## src/rtl/core_sequencer.sv

```systemverilog
// core_sequencer: autonomous instruction sequencer for the core.
// Fetches instructions from a synchronous ROM, presents each on `instruction`
// for its hold time with NOP cycles in between, and hands the core memory
// port to an external host loader on request.
// Optional feature: define CORE_SEQ_BREAKPOINT_EN to add a single PC
// breakpoint (break_pc / break_en inputs, sticky bp_hit output).
module core_sequencer #(
  parameter int                           INSTRUCTION_WIDTH = 15,
  parameter int                           PC_WIDTH          = 8,
  parameter logic [INSTRUCTION_WIDTH-1:0] NOP_INSTR         = 15'h42C0,
  parameter logic [INSTRUCTION_WIDTH-1:0] HALT_INSTR        = 15'h7FFF,
  parameter int                           MEM_HOLD          = 2
) (
  input  logic                         clk,
  input  logic                         rst_n,
  input  logic                         start,
  input  logic [PC_WIDTH-1:0]          entry_pc,
  input  logic                         halt_req,
  input  logic                         host_req,
  output logic                         host_gnt,
  output logic [PC_WIDTH-1:0]          imem_addr,
  input  logic [INSTRUCTION_WIDTH-1:0] imem_rdata,
  output logic [INSTRUCTION_WIDTH-1:0] instruction,
  output logic [PC_WIDTH-1:0]          pc,
  output logic                         running,
`ifdef CORE_SEQ_BREAKPOINT_EN
  input  logic [PC_WIDTH-1:0]          break_pc,
  input  logic                         break_en,
  output logic                         bp_hit,
`endif
  output logic                         halted
);

  // Hold counter counts down the remaining ISSUE cycles after the first one,
  // so it only needs to represent MEM_HOLD-1.
  localparam int                HOLD_W    = (MEM_HOLD > 1) ? $clog2(MEM_HOLD) : 1;
  localparam logic [HOLD_W-1:0] HOLD_LOAD = HOLD_W'(MEM_HOLD - 1);

  typedef enum logic [2:0] {
    ST_IDLE   = 3'd0,
    ST_FETCH  = 3'd1,
    ST_WAIT   = 3'd2,
    ST_ISSUE  = 3'd3,
    ST_HOST   = 3'd4,
    ST_HALTED = 3'd5
  } state_t;

  state_t                         r_state;
  state_t                         r_retState;
  logic [PC_WIDTH-1:0]            r_pc;
  logic [INSTRUCTION_WIDTH-1:0]   r_instr;
  logic [HOLD_W-1:0]              r_hold;

  state_t                         w_nextState;
  state_t                         w_nextRetState;
  logic [PC_WIDTH-1:0]            w_nextPc;
  logic [INSTRUCTION_WIDTH-1:0]   w_nextInstr;
  logic [HOLD_W-1:0]              w_nextHold;
  logic                           w_isMem;

  // Load/store encodings: top bit clear and the next four bits equal to 0001.
  assign w_isMem = (imem_rdata[INSTRUCTION_WIDTH-1] == 1'b0) &&
                   (imem_rdata[INSTRUCTION_WIDTH-2 -: 4] == 4'b0001);

`ifdef CORE_SEQ_BREAKPOINT_EN
  logic r_bpHit;
  logic r_bpSkip;
  logic w_bpMatch;
  logic w_bpFire;
  logic w_startTaken;
  logic w_pcStep;

  // r_bpSkip suppresses the breakpoint at the address execution was just
  // (re)started from, until the pc moves on.
  assign w_bpMatch    = break_en && (r_pc == break_pc) && !r_bpSkip;
  assign w_bpFire     = (r_state == ST_FETCH) && !halt_req && w_bpMatch;
  assign w_startTaken = start && ((r_state == ST_IDLE) || (r_state == ST_HALTED));
  assign w_pcStep     = (r_state == ST_ISSUE) && (r_hold == '0);
  assign bp_hit       = r_bpHit;
`endif

  // Next-state, next-pc and next-instruction logic; the instruction register
  // holds NOP in every cycle that is not an ISSUE cycle.
  always_comb begin
    w_nextState    = r_state;
    w_nextRetState = r_retState;
    w_nextPc       = r_pc;
    w_nextInstr    = NOP_INSTR;
    w_nextHold     = '0;
    case (r_state)
      ST_IDLE: begin
        if (start) begin
          w_nextState = ST_FETCH;
          w_nextPc    = entry_pc;
        end else if (host_req) begin
          w_nextState    = ST_HOST;
          w_nextRetState = ST_IDLE;
        end
      end
      ST_FETCH: begin
        if (halt_req) begin
          w_nextState = ST_HALTED;
        end
`ifdef CORE_SEQ_BREAKPOINT_EN
        else if (w_bpMatch) begin
          w_nextState = ST_HALTED;
        end
`endif
        else if (host_req) begin
          w_nextState    = ST_HOST;
          w_nextRetState = ST_FETCH;
        end else begin
          w_nextState = ST_WAIT;
        end
      end
      ST_WAIT: begin
        if (imem_rdata == HALT_INSTR) begin
          w_nextState = ST_HALTED;
        end else begin
          w_nextState = ST_ISSUE;
          w_nextInstr = imem_rdata;
          w_nextHold  = w_isMem ? HOLD_LOAD : '0;
        end
      end
      ST_ISSUE: begin
        if (r_hold == '0) begin
          w_nextState = ST_FETCH;
          w_nextPc    = r_pc + 1'b1;
        end else begin
          w_nextInstr = r_instr;
          w_nextHold  = r_hold - 1'b1;
        end
      end
      ST_HOST: begin
        if (!host_req) begin
          w_nextState = r_retState;
        end
      end
      ST_HALTED: begin
        if (start) begin
          w_nextState = ST_FETCH;
          w_nextPc    = entry_pc;
        end else if (host_req) begin
          w_nextState    = ST_HOST;
          w_nextRetState = ST_HALTED;
        end
      end
      default: begin
        w_nextState = ST_IDLE;
      end
    endcase
  end

  // State, pc, instruction and hold registers with synchronous active-low reset.
  always_ff @(posedge clk) begin
    if (!rst_n) begin
      r_state    <= ST_IDLE;
      r_retState <= ST_IDLE;
      r_pc       <= '0;
      r_instr    <= NOP_INSTR;
      r_hold     <= '0;
    end else begin
      r_state    <= w_nextState;
      r_retState <= w_nextRetState;
      r_pc       <= w_nextPc;
      r_instr    <= w_nextInstr;
      r_hold     <= w_nextHold;
    end
  end

`ifdef CORE_SEQ_BREAKPOINT_EN
  // Sticky breakpoint flag cleared by an accepted start, plus the re-arm guard.
  always_ff @(posedge clk) begin
    if (!rst_n) begin
      r_bpHit  <= 1'b0;
      r_bpSkip <= 1'b0;
    end else begin
      if (w_startTaken) begin
        r_bpHit  <= 1'b0;
        r_bpSkip <= 1'b1;
      end else begin
        if (w_bpFire) begin
          r_bpHit <= 1'b1;
        end
        if (w_pcStep) begin
          r_bpSkip <= 1'b0;
        end
      end
    end
  end
`endif

  assign imem_addr   = r_pc;
  assign pc          = r_pc;
  assign instruction = r_instr;
  assign host_gnt    = (r_state == ST_HOST);
  assign running     = (r_state == ST_FETCH) || (r_state == ST_WAIT) || (r_state == ST_ISSUE);
  assign halted      = (r_state == ST_HALTED);

endmodule
```

## config.mk

```make
export PLATFORM = sky130hd
export DESIGN_NAME = core_sequencer
export DESIGN_NICKNAME = d
export VERILOG_FILES = /design/src/rtl/core_sequencer.sv
export SDC_FILE = /design/constraint.sdc
export NUM_CORES = 1
export LEC_CHECK = 0
export ABC_AREA = 1
export BUFFER_PORTS_ARGS = -buffer_cell sky130_fd_sc_hd__buf_2
export CORE_AREA = 2 2 46 90
export DETAILED_ROUTE_END_ITERATION = 6
export DIE_AREA = 0 0 48 92
export PLACE_DENSITY_LB_ADDON = 0.15
export SETUP_SLACK_MARGIN = 0.3
export SYNTH_ARGS = -nofsm -noshare
export SYNTH_HDL_FRONTEND = slang
export SYNTH_SLANG_ARGS = --single-unit
```

## constraint.sdc

```tcl
create_clock -name clk -period 2.2 [get_ports clk]
set_input_delay 0.11 -clock clk [delete_from_list [all_inputs] [get_ports clk]]
set_output_delay 0.11 -clock clk [all_outputs]
set_load 0.1 [all_outputs]
```

-- Word-level counts from Yosys, hierarchy flattened
Cells that the tools add are included.
- reductions and logical operators: 10
- multiplexer cells: 25
- div/mod/pow operators: 0
- shift operators: 0
- add/sub/neg operators: 2
- equality and inequality tests: 17
- $lt $le $gt $ge: 0
- multipliers: 0
- bitwise logic cells: 1
- operator list (cell ; number):
    $mux W3 ; 13
    $mux W15 ; 2
    $pmux W15 S2 ; 1
    $mux W8 ; 2
    $ne A2 B2 Y1 const B ; 8
    $pmux W8 S2 ; 1
    $eq A15 B15 Y1 const B ; 1
    $pmux W3 S5 ; 1
    $pmux W3 S3 ; 1
    $add A8 B1 Y8 const B ; 1
    $reduce_and A7 Y1 ; 1
    $eq A3 B2 Y1 const B ; 2
    $eq A3 B3 Y1 const B ; 2
    $reduce_and A3 Y1 ; 2
    $eq A4 B1 Y1 const B ; 1
    $eq A3 B1 Y1 const B ; 1
    $logic_not A3 Y1 ; 1
    $mux W1 ; 3
    $ne A3 B1 Y1 const B ; 1
    $reduce_bool A3 Y1 ; 1
    $logic_or A1 B1 Y1 ; 2
    $ne A2 B1 Y1 const B ; 1
    $pmux W1 S2 ; 1
    $reduce_bool A2 Y1 ; 1
    4 further kinds ; 4
- bits in read-only memories: 0
- input bits: 28
- logic and storage cells: 60
- register bits after elaboration: 30
- latch bits: 0
- RAM bits: 0
- memories kept: 0

-- Longest topological paths before layout
Gate-level depths: netlist of the first run.
- depth in word-level cells: 5
- gate-level depth with buffers: 10

-- Worst setup path after synthesis of the first run
No wires, ideal clock.
- path kind: register to register
- from: register r_state[2]
- to: register r_state[2]
- library setup time: 0.070 ns
- slack: -0.102 ns
- stages on the path, launching flop included: 9
- period minus slack after synthesis: 2.302 ns
- arrival: 2.232 ns
- path through: dfxtp_1 inv_2 nor3_2 nand2_1 nand2_1 inv_2 nand2_1 nand2_1 a21oi_1
- elaborated cells on any way between the ends: 12
- those cells by class: 8 x eq/ne; 1 x mux; 3 x reduce/logical
- RTL lines (item ; RTL line ; RTL):
    start, declared ; 48 ; state_t r_state;
    start signal, assigned ; 163 ; r_state <= w_nextState;
    $eq A3 B3 Y1 * ; n/a ;
    net host_gnt ; 20 ; output logic host_gnt,
    $ne A2 B2 Y1 (no line) ; n/a ;
    $reduce_and A3 Y1 (no line) ; n/a ;
Mark *: on every way through the listed nets, which the timed path passes. The rest lies on a longest branch.
A chain may end at the register's enable or synchronous reset.

-- Final worst setup path of the first run
- from: register r_state[2]
- to: output port host_gnt
- word-level cells in the longest chain between the ends: 1
- RTL lines (item ; RTL line ; RTL):
    $eq A3 B3 Y1 ; 196 ; assign host_gnt = (r_state == ST_HOST);
    end, declared ; 20 ;
No other way between the ends.

==> reports/metrics.yaml, run 1 <==
netlist.area_leader.share_pct: 35.9
dp_hpwl_um: 3240
finalMaxSlewViolations: 0
die-area_um2: 4420
cts_max_level: 2
r2r_slack_ns: 0.63
required_ns: 2.09
worstPathMaxFanout: 7
grt-ovfl-total: 0
relSlewSlack_pct: 58.6
cts-root-buf: "clkbuf_8"
ios: 62
final_nets: 331
antenna_cells: 0
hold_depth: 2
yosysWarnings: 0
syn_area_um2: 1620
total_power_mw: 2.04
arrival_ns: 1.50
ant_nets: 0
timing.fmax_ghz: 0.621
synth_common_cells: "85 x nand2_1, 29 x dfxtp_1, 25 x nand3_1"
tns_ns: 0
groute.usage.overall_pct: 21.1
crit_slowest_cell: "dfxtp_1"
clk_pin_slew_ns: 0.06
r2r_end: "instruction[14]$_SDFFE_PN1P_"
clk_path_buf_depth: 2
syn-instance-count: 250
synth.area.top_cells: "dfxtp_1 36%, nand2_1 20%, nand3_1 7.7%, a21oi_1 6.2%, buf_4 4.6%"
cts_tree: "done"
worstHoldEndpoint: "r_hold$_SDFF_PN0_"
outcome: "completed"
gp_congestion: 0.799
crit_chain: "inv_2 > nor3_4 > buf_2"
fill_cells: 435
grt_pass1_vias: 1580
grt_max_degree: 21
reg2reg_depth: 8
leakage_nw: 0.983
ys_seq_area_share_pct: 35.9
io_buffers: 61
drive_above_1_share_pct: 30.0
initial_core_util_pct: 42.5
worst_slew_pin_slew_ns: 0.621
synth_top_cell_by_area: "dfxtp_1"
slowest_delay_ns: 0.47
grt_pass1_wl_um: 6670
synthFlopType: "dfxtp_1"
synthDistinctLibCells: 27
die_w_um: 48
drt_iter0_drc: 24
drt-total-wl_um: 4060
synth-seq-cells: 29
row_count: 32
finalSetupViolations: 0
start_kind: "register"
detail_route.first_pass.iterations: 4
ir_worst_vdd_mv: 0.539
synthArstFlopShare_pct: 0
syn_area_per_cell_um2: 6.47
synthToLayoutAreaGrowth_pct: 24.6
timing.final.crit_share_pct: 73.2
timing.final.crit_period_ns: 1.61
clock_sinks: 29
endpoint_kind: "output port"
via_count: 1676
clock_latency_ns: 0.28
syn_nets: 279
hold_viol_final: 0
hold_class: "in2reg"
cap_viol_max_count: 0
yosysMostFrequentCell: "nand2_1"
r2r_start: "r_state[1]$_SDFFE_PN0P_"
detailed_place.area_um2: 1900
rsz0062_at_grt: "no"
powerDensity_nw_per_um2: 1010
drc: 0
dieHeight_um: 92
vias_per_cell: 4.73
hp-start: "imem_rdata[11]"
synth_edf_count: 0
core_area_um2: 3800
antenna_found_initial: 0
finClkSkew_ns: 0.00321
critical_path_class: "reg2out"
cts_buffers: 5
stdcell_area_um2: 2020
wl_per_cell_um: 11.5
state kept, by name (all words and copies together), names as in the netlist:
name and cells:
r_hold 1, r_state 3, instruction 15, imem_addr 8, r_retState 2
through the flow:
step                util [%]  cells  setup slack (ns)  hold slack, ns
global placement        49.9    346             0.603           0.331
detailed placement      49.9    346             0.539           0.333
floorplan                  -    250             0.348           0.183
finish                  53.0    354             0.591          0.0397
CTS                     53.0    354             0.476          0.0272
global route            53.0    354             0.448          0.0299
critical path, delay by kind of cell (launching register included):
family,cells,cell delay [ns]
buffers and inverters,2,0.59
DFF,1,0.47
and+or+nand+nor,1,0.15
metal layers:
| layer | vias up | routed length [um] | GRT usage (%) |
|---|---|---|---|
| met5 | - | 0 | 0 |
| met4 | 0 | 98 | 10.4 |
| met1 | 737 | 1490 | 19.1 |
| met2 | 42 | 2340 | 39.2 |
| li1 | 892 | - | - |
| met3 | 5 | 134 | 4.13 |
final cells by class:
class / instances / area, um2 / area share (%)
clock inverters: 1 / 30.0 / 1.49
multi-input cells: 179 / 846 / 42.0
flip-flops and latches: 29 / 584 / 29.0
inverters: 26 / 100 / 4.97
well taps: 51 / 63.8 / 3.17
repair buffers: 61 / 305 / 15.1
clock buffers: 7 / 86.3 / 4.28
report_power, final:
group,internal (mW),switching (mW),leakage [nW]
Combinational,0.158,0.688,0.688
Clock,0.369,0.200,0.0585
Sequential,0.567,0.0614,0.237
cell usage in the layout, fill, tap and decap left out, drive strengths merged, types with 3 or more instances in the layout:
master,Yosys,final
o21ai,6,6
clkbuf,4,7
or2,3,3
o22ai,3,3
dfxtp,29,29
nand3,27,27
inv,26,26
buf,12,61
nor2,21,21
nand2,88,88
a21oi,20,20
nand4,5,5
cell families (layout without fill, tap and decap cells):
kind of cell,count (synthesis),count (layout),share of synthesized area (%)
adder cells (fa/ha/maj),1,1,0.773
AO/OA/AOI/OAI,31,31,10.4
buffers and inverters,42,95,12.4
AND/OR/NAND/NOR,147,147,40.6
flip-flops,29,29,35.9
worst max path at each step:
stage | cells after the start | slack (ns) | start | endpoint
final | 3 | 0.59 | r_state[2]$_SDFFE_PN0P_ | host_gnt
after global routing | 8 | 0.45 | r_state[2]$_SDFFE_PN0P_ | r_state[2]$_SDFFE_PN0P_
after CTS | 3 | 0.48 | r_state[0]$_SDFFE_PN0P_ | halted
after detailed placement | 8 | 0.54 | r_state[0]$_SDFFE_PN0P_ | r_state[0]$_SDFFE_PN0P_
after global placement | 8 | 0.60 | r_state[0]$_SDFFE_PN0P_ | r_state[0]$_SDFFE_PN0P_
after floorplan | 8 | 0.35 | r_state[2]$_SDFFE_PN0P_ | r_state[2]$_SDFFE_PN0P_
repair_timing:
action	in CTS	in global routing
endpoints found under the setup margin	0	1
resized for setup	0	1
buffers inserted	0	0
hold buffers	0	0
(Power assumes the default switching activity.)
==> run 2, diff against run 1 <==
--- a/config.mk
+++ b/config.mk
@@ -5,7 +5,7 @@
 export SDC_FILE = /design/constraint.sdc
 export NUM_CORES = 1
 export LEC_CHECK = 0
-export ABC_AREA = 1
+export ABC_AREA = 0
 export BUFFER_PORTS_ARGS = -buffer_cell sky130_fd_sc_hd__buf_2
 export CORE_AREA = 2 2 46 90
 export DETAILED_ROUTE_END_ITERATION = 6
==> constraint.sdc (replaced) <==
create_clock -name clk -period 1.55 [get_ports clk]
set_input_delay 0.0775 -clock clk [delete_from_list [all_inputs] [get_ports clk]]
set_output_delay 0.0775 -clock clk [all_outputs]
set_load 0.1 [all_outputs]
==> reports/metrics.yaml, run 2 <==
regArea_um2: 618  # +5.8%
ys_seq_area_share_pct: 36.3  # +0.42 points
timing.final.crit_share_pct: 99.6
synthToLayoutAreaGrowth_pct: 59.9
clk_pin_slew_ns: 0.06  # about the same
cts_max_level: 2  # unchanged
final_common_cell: "buf_2"
synthDistinctLibCells: 48  # +78%
timing.final.crit_period_ns: 1.54
multi_input_area_um2: 1090  # +28%
cap_viol_max_count: 0  # unchanged
worst_slew_pin_slew_ns: 0.491  # -0.130 ns
die-area_um2: 4420  # unchanged
row_count: 32  # unchanged
syn_area_per_cell_um2: 8.20  # +27%
r2r_end: "r_state[0]$_SDFFE_PN0P_"
grt_pass1_vias: 1736  # +9.9%
reg2reg_depth: 5  # -3
timing.fmax_ghz: 0.647
cts_buffers: 5  # unchanged
synthArstFlopShare_pct: 0  # unchanged
finalSetupViolations: 0  # unchanged
largest_reg_flops: 15  # unchanged
relSlewSlack_pct: 67.5  # +9.0 points
ant_nets: 0  # unchanged
outcome: "completed"
cts_tree: "done"
detail_route.first_pass.iterations: 4  # unchanged
syn_nets: 224  # -20%
final_nets: 305  # -7.9%
finish.utilization_pct: 67.2  # +14 points
synth_top_cell_by_area: "dfxtp_1"
r2r_start: "r_state[0]$_SDFFE_PN0P_"
critical_path_class: "reg2reg"
hold_depth: 2  # unchanged
fill_cells: 328  # -25%
io_buffers: 61  # unchanged
drc: 0  # unchanged
dp_hpwl_um: 3590  # +11%
grt-ovfl-total: 0  # unchanged
vias_per_cell: 5.60  # +18%
drt-total-wl_um: 5110  # +26%
endpoint_kind: "register"
antenna_found_initial: 0  # unchanged
ir_worst_vdd_mv: 1.28  # +140%
rsz0062_at_grt: "yes"
initial_core_util_pct: 42.0  # -0.49 points
synth.area.top_cells: "dfxtp_1 36%, a32oi_1 7.1%, nor2_1 5.9%, nand2_1 4.0%, a21oi_1 3.8%"
hp-start: "imem_rdata[14]"
gp_congestion: 0.821  # +2.8%
cts-root-buf: "clkbuf_8"
finClkSkew_ns: 0.00608  # +0.00287 ns
worstPathMaxFanout: 7  # unchanged
groute.usage.overall_pct: 24.6  # +3.5 points
antenna_cells: 0  # unchanged
core_area_um2: 3800  # unchanged
synthFlopType: "dfxtp_1"
clock_sinks: 29  # unchanged
grt_pass1_wl_um: 7960  # +19%
leakage_nw: 1.04  # +5.5%
placed_cells: 301  # -13%
synth_edf_count: 0  # unchanged
r2r_slack_ns: 0.005  # -0.62 ns
stdcell_count: 328  # -7.3%
ios: 62  # unchanged
clock_latency_ns: 0.28  # about the same
yosysMostFrequentCell: "dfxtp_1"
netlist.area_leader.share_pct: 36.3  # +0.42 points
via_count: 1837  # +9.6%
start_kind: "register"
layout_common_cells: "58 x buf_2, 24 x buf_4, 19 x nor2_1, 17 x dfxtp_1, 15 x nand2_1"
syn-instance-count: 195  # -22%
worstHoldEndpoint: "r_hold$_SDFF_PN0_"
wl_per_cell_um: 15.6  # +36%
syn_area_um2: 1600  # -1.2%
drive_above_1_share_pct: 55.2  # +25 points
required_ns: 1.70  # -0.39 ns
hold_class: "in2reg"
dieHeight_um: 92  # unchanged
hold_viol_final: 0  # unchanged
synth-seq-cells: 29  # unchanged
yosysWarnings: 0  # unchanged
synth_common_cells: "29 x dfxtp_1, 25 x nor2_1, 17 x nand2_1"
drt_iter0_drc: 28  # +17%
powerDensity_nw_per_um2: 2050  # +100%
die_w_um: 48  # unchanged
clk_path_buf_depth: 2  # unchanged
arrival_ns: 1.69  # +0.19 ns
grt_max_degree: 17  # -19%
finalMaxSlewViolations: 0  # unchanged
[run 2: routing by layer]
layer / vias up / GRT usage, % / wire length, um
met5: - / 0 / 0
met3: 12 / 4.33 / 197
met4: 0 / 7.88 / 124
met2: 64 / 45.0 / 3000
li1: 885 / - / -
met1: 876 / 25.7 / 1790
[run 2: repair_timing]
item,4_1_cts,5_1_grt
pin swaps,14,13
setup endpoints to repair,31,30
buffers inserted,14,5
hold buffers,0,0
gates resized for setup,31,10
[run 2: cell type report]
cell class                 instances  share of cell area, %
timing repair buffer              96                   26.1
multi-input combinational        141                   42.5
inverter                           3                  0.636
clock buffer                       6                   2.84
tap                               51                   2.50
sequential                        29                   24.2
clock inverter                     2                   1.32
[run 2: worst max path at each step]
| stage | slack, ns | to | start |
|---|---|---|---|
| after floorplan | 0.10 | imem_addr[6]$_SDFFE_PN0P_ | imem_addr[1]$_SDFFE_PN0P_ |
| after global placement | -0.15 | instruction[11]$_SDFFE_PN0P_ | r_hold$_SDFF_PN0_ |
| after detailed placement | -0.23 | instruction[10]$_SDFFE_PN0P_ | r_hold$_SDFF_PN0_ |
| after CTS | 0.03 | r_state[0]$_SDFFE_PN0P_ | r_state[0]$_SDFFE_PN0P_ |
| after global routing | -0.02 | r_state[0]$_SDFFE_PN0P_ | r_state[0]$_SDFFE_PN0P_ |
| final | 0.005 | r_state[0]$_SDFFE_PN0P_ | r_state[0]$_SDFFE_PN0P_ |
[run 2: metrics by stage]
step | total power [mW] | instance area (um2) | setup TNS (ns) | setup slack [ns] | hold slack (ns)
global route | 5.48 | 2560 | -0.0241 | -0.0186 | 0.0275
finish | 5.25 | 2560 | 0 | 0.00543 | 0.0329
global placement | 4.05 | 2140 | -1.57 | -0.151 | 0.314
CTS | 5.15 | 2470 | 0 | 0.0285 | 0.0308
floorplan | 3.58 | 1780 | 0 | 0.100 | 0.155
detailed placement | 4.05 | 2140 | -2.19 | -0.230 | 0.324
[run 2: logic make-up after synthesis]
| group | count (synthesis) | synth area share (%) |
|---|---|---|
| adder cells (fa/ha/maj) | 1 | 0.782 |
| flip-flops | 29 | 36.3 |
| XOR/XNOR | 1 | 0.548 |
| buffers and inverters | 25 | 9.23 |
| AND/OR/NAND/NOR | 79 | 25.2 |
| multiplexers | 3 | 1.88 |
| AO/OA/AOI/OAI | 57 | 26.1 |
[run 2: report_power, final]
| part | switching (mW) | internal (mW) |
|---|---|---|
| clock | 0.290 | 0.474 |
| sequential | 0.169 | 0.914 |
| combinational | 2.26 | 1.14 |
[run 2: critical path: stages, from the launching register on]
cell and delay, ns:
dfxtp_4 0.36, buf_6 0.13, or4_4 0.52, o21ai_4 0.19, o21ba_2 0.17, a211oi_2 0.05
==> run 3, diff against run 2 <==
--- a/config.mk
+++ b/config.mk
@@ -6,11 +6,12 @@
 export NUM_CORES = 1
 export LEC_CHECK = 0
 export ABC_AREA = 0
-export BUFFER_PORTS_ARGS = -buffer_cell sky130_fd_sc_hd__buf_2
+export BUFFER_PORTS_ARGS = -buffer_cell sky130_fd_sc_hd__buf_4
 export CORE_AREA = 2 2 46 90
 export DETAILED_ROUTE_END_ITERATION = 6
 export DIE_AREA = 0 0 48 92
 export PLACE_DENSITY_LB_ADDON = 0.15
+export REMOVE_ABC_BUFFERS = 1
 export SETUP_SLACK_MARGIN = 0.3
 export SYNTH_ARGS = -nofsm -noshare
 export SYNTH_HDL_FRONTEND = slang
==> reports/metrics.yaml, run 3 (synthesis results as in run 2) <==
outcome: "completed"
gp_congestion: 0.911  # +11%
powerDensity_nw_per_um2: 1990  # -3.2%
grt_max_degree: 16  # -1
grt-ovfl-total: 0  # unchanged
crit_end: "r_state[2]$_SDFFE_PN0P_"
synthToLayoutAreaGrowth_pct: 55.7
cts_buffers: 5  # unchanged
power_frac_seq_pct: 20.8  # +0.2 points
cts_max_level: 2  # unchanged
r2r_start: "r_state[0]$_SDFFE_PN0P_"
relSlewSlack_pct: 75.3  # +7.8 points
tns_ns: 0  # unchanged
groute.usage.overall_pct: 24.8  # +0.18 points
finalMaxSlewViolations: 0  # unchanged
rsz0062_at_grt: "yes"
grt_pass1_wl_um: 8020  # +0.87%
row_count: 32  # unchanged
p_clk_share_pct: 12.6  # -2.0 points
worst_slew_pin_slew_ns: 0.362  # -0.129 ns
largest_reg_flops: 15  # unchanged
crit_path_start: "r_state[0]$_SDFFE_PN0P_"
vias_per_cell: 5.59  # -0.21%
antenna_found_initial: 0  # unchanged
cts_tree: "done"
drt_iter0_drc: 37  # +32%
pre_cts_slack_ns: -0.00136  # +0.229 ns
reg2reg_depth: 5  # unchanged
clk_path_buf_depth: 2  # unchanged
finClkSkew_ns: 0.0104  # +0.00430 ns
endpoint_kind: "register"
timing.final.crit_period_ns: 1.53  # -0.0194 ns
clk_pin_slew_ns: 0.07  # about the same
timing.final.crit_share_pct: 98.4  # -1.2 points
layout_common_cells: "75 x buf_4, 26 x dfxtp_1, 22 x nor2_1, 17 x nand2_1, 13 x a32oi_1"
drc: 0  # unchanged
arrival_ns: 1.70  # about the same
ir_worst_vdd_mv: 1.63  # +28%
p_int_mw: 2.30  # -9.1%
ios: 62  # unchanged
grt_pass1_vias: 1724  # -0.69%
drive_above_1_share_pct: 47.0  # -8.2 points
wl_per_cell_um: 15.9  # +2.3%
start_kind: "register"
timing.fmax_ghz: 0.656  # +1.3%
pwr-share-comb_pct: 66.7  # +1.9 points
switchingPower_mw: 2.65  # -2.7%
critical_path_class: "reg2reg"
antenna_cells: 0  # unchanged
cap_viol_max_count: 0  # unchanged
leakage_nw: 1.01  # -3.0%
placed_cells: 306  # +1.7%
detail_route.first_pass.iterations: 4  # unchanged
r2r_end: "r_state[2]$_SDFFE_PN0P_"
switching_share_pct: 53.5  # +1.7 points
finalSetupViolations: 0  # unchanged
core_area_um2: 3800  # unchanged
hold_viol_final: 0  # unchanged
die-area_um2: 4420  # unchanged
initial_core_util_pct: 42.0  # unchanged
cts-root-buf: "clkbuf_8"
dieHeight_um: 92  # unchanged
clock_latency_ns: 0.28  # about the same
clock_sinks: 29  # unchanged
worstPathMaxFanout: 5  # -2
fin_ws_ns: 0.0248  # +0.0194 ns
r2r_slack_ns: 0.02  # +0.02 ns
via_count: 1794  # -2.3%
die_w_um: 48  # unchanged
ant_nets: 0  # unchanged
final_nets: 298  # -2.3%
hold_class: "in2reg"
dp_hpwl_um: 3480  # -2.9%
io_buffers: 61  # unchanged
stdcell_count: 321  # -2.1%
required_ns: 1.72  # +0.02 ns
drt-total-wl_um: 5110  # about the same
final_common_cell: "buf_4"
[run 3: cell count changes in the layout (fill, tap and decap cells not counted), sizes merged]
cell	before	now
clkbuf	6	5
clkinvlp	0	1
buf	96	88
dlygate4sd3	0	1
bufinv	1	0
clkinv	1	2
[run 3: cell type report]
cell class,instances,area [um2]
Inverter,3,11.3
Timing Repair Buffer,89,741
Multi-Input combinational cell,141,996
Sequential cell,29,592
Tap cell,51,63.8
Clock buffer,5,68.8
Clock inverter,3,17.5
Fill cell,344,1310
[run 3: worst max-delay path, stage by stage, from the launching register on]
cell     delay (ns)
dfxtp_4        0.37
buf_6          0.12
or4_4          0.44
o21ai_4        0.17
nor2_2         0.07
a41o_1         0.24
[run 3: worst min-delay path by stage]
stage | from | to | slack [ns] | depth (start not counted)
4_1_cts | imem_rdata[14] | instruction[14]$_SDFFE_PN1P_ | 0.04 | 3
3_5_place_dp | imem_rdata[14] | r_hold$_SDFF_PN0_ | 0.28 | 2
3_3_place_gp | imem_rdata[14] | r_hold$_SDFF_PN0_ | 0.28 | 2
2_1_floorplan | rst_n | instruction[14]$_SDFFE_PN1P_ | 0.14 | 1
5_1_grt | imem_rdata[14] | instruction[14]$_SDFFE_PN1P_ | 0.05 | 3
6_report | imem_rdata[14] | instruction[14]$_SDFFE_PN1P_ | 0.04 | 3
[run 3: power groups by stage]
stage               registers, mW  logic [mW]  clock network, mW
floorplan                    2.13       0.930                  0
global placement             1.00        2.91                  0
detailed placement           1.01        2.92                  0
CTS                          1.01        3.10              0.630
global route                 1.05        3.45              0.663
finish                       1.03        3.30              0.621
[run 3: per-stage QoR]
stage	util, %	hold WS [ns]	power [mW]	cell area, um2
after floorplan	-	0.139	3.06	1460
after global placement	56.3	0.280	3.91	2140
after detailed placement	56.3	0.279	3.92	2140
after CTS	62.9	0.0373	4.73	2390
after global routing	65.5	0.0493	5.16	2490
final	65.5	0.0403	4.95	2490
[run 3: metal layers]
layer	global-route usage, %	part of all wire (%)	routed length (um)	vias up
li1	-	-	-	868
met1	26.6	35	1800	853
met2	44.0	57	2930	62
met3	4.53	4.7	241	11
met4	9.23	2.7	140	0
met5	0	0	0	-
[run 3: repair_timing]
action                     4_1_cts  5_1_grt
gates resized for setup         35       23
hold buffers                     1        0
gates cloned                     3        0
pin swaps                       13       11
buffers inserted                 3        0
setup endpoints to repair       32       32
hold endpoints to repair         1        0
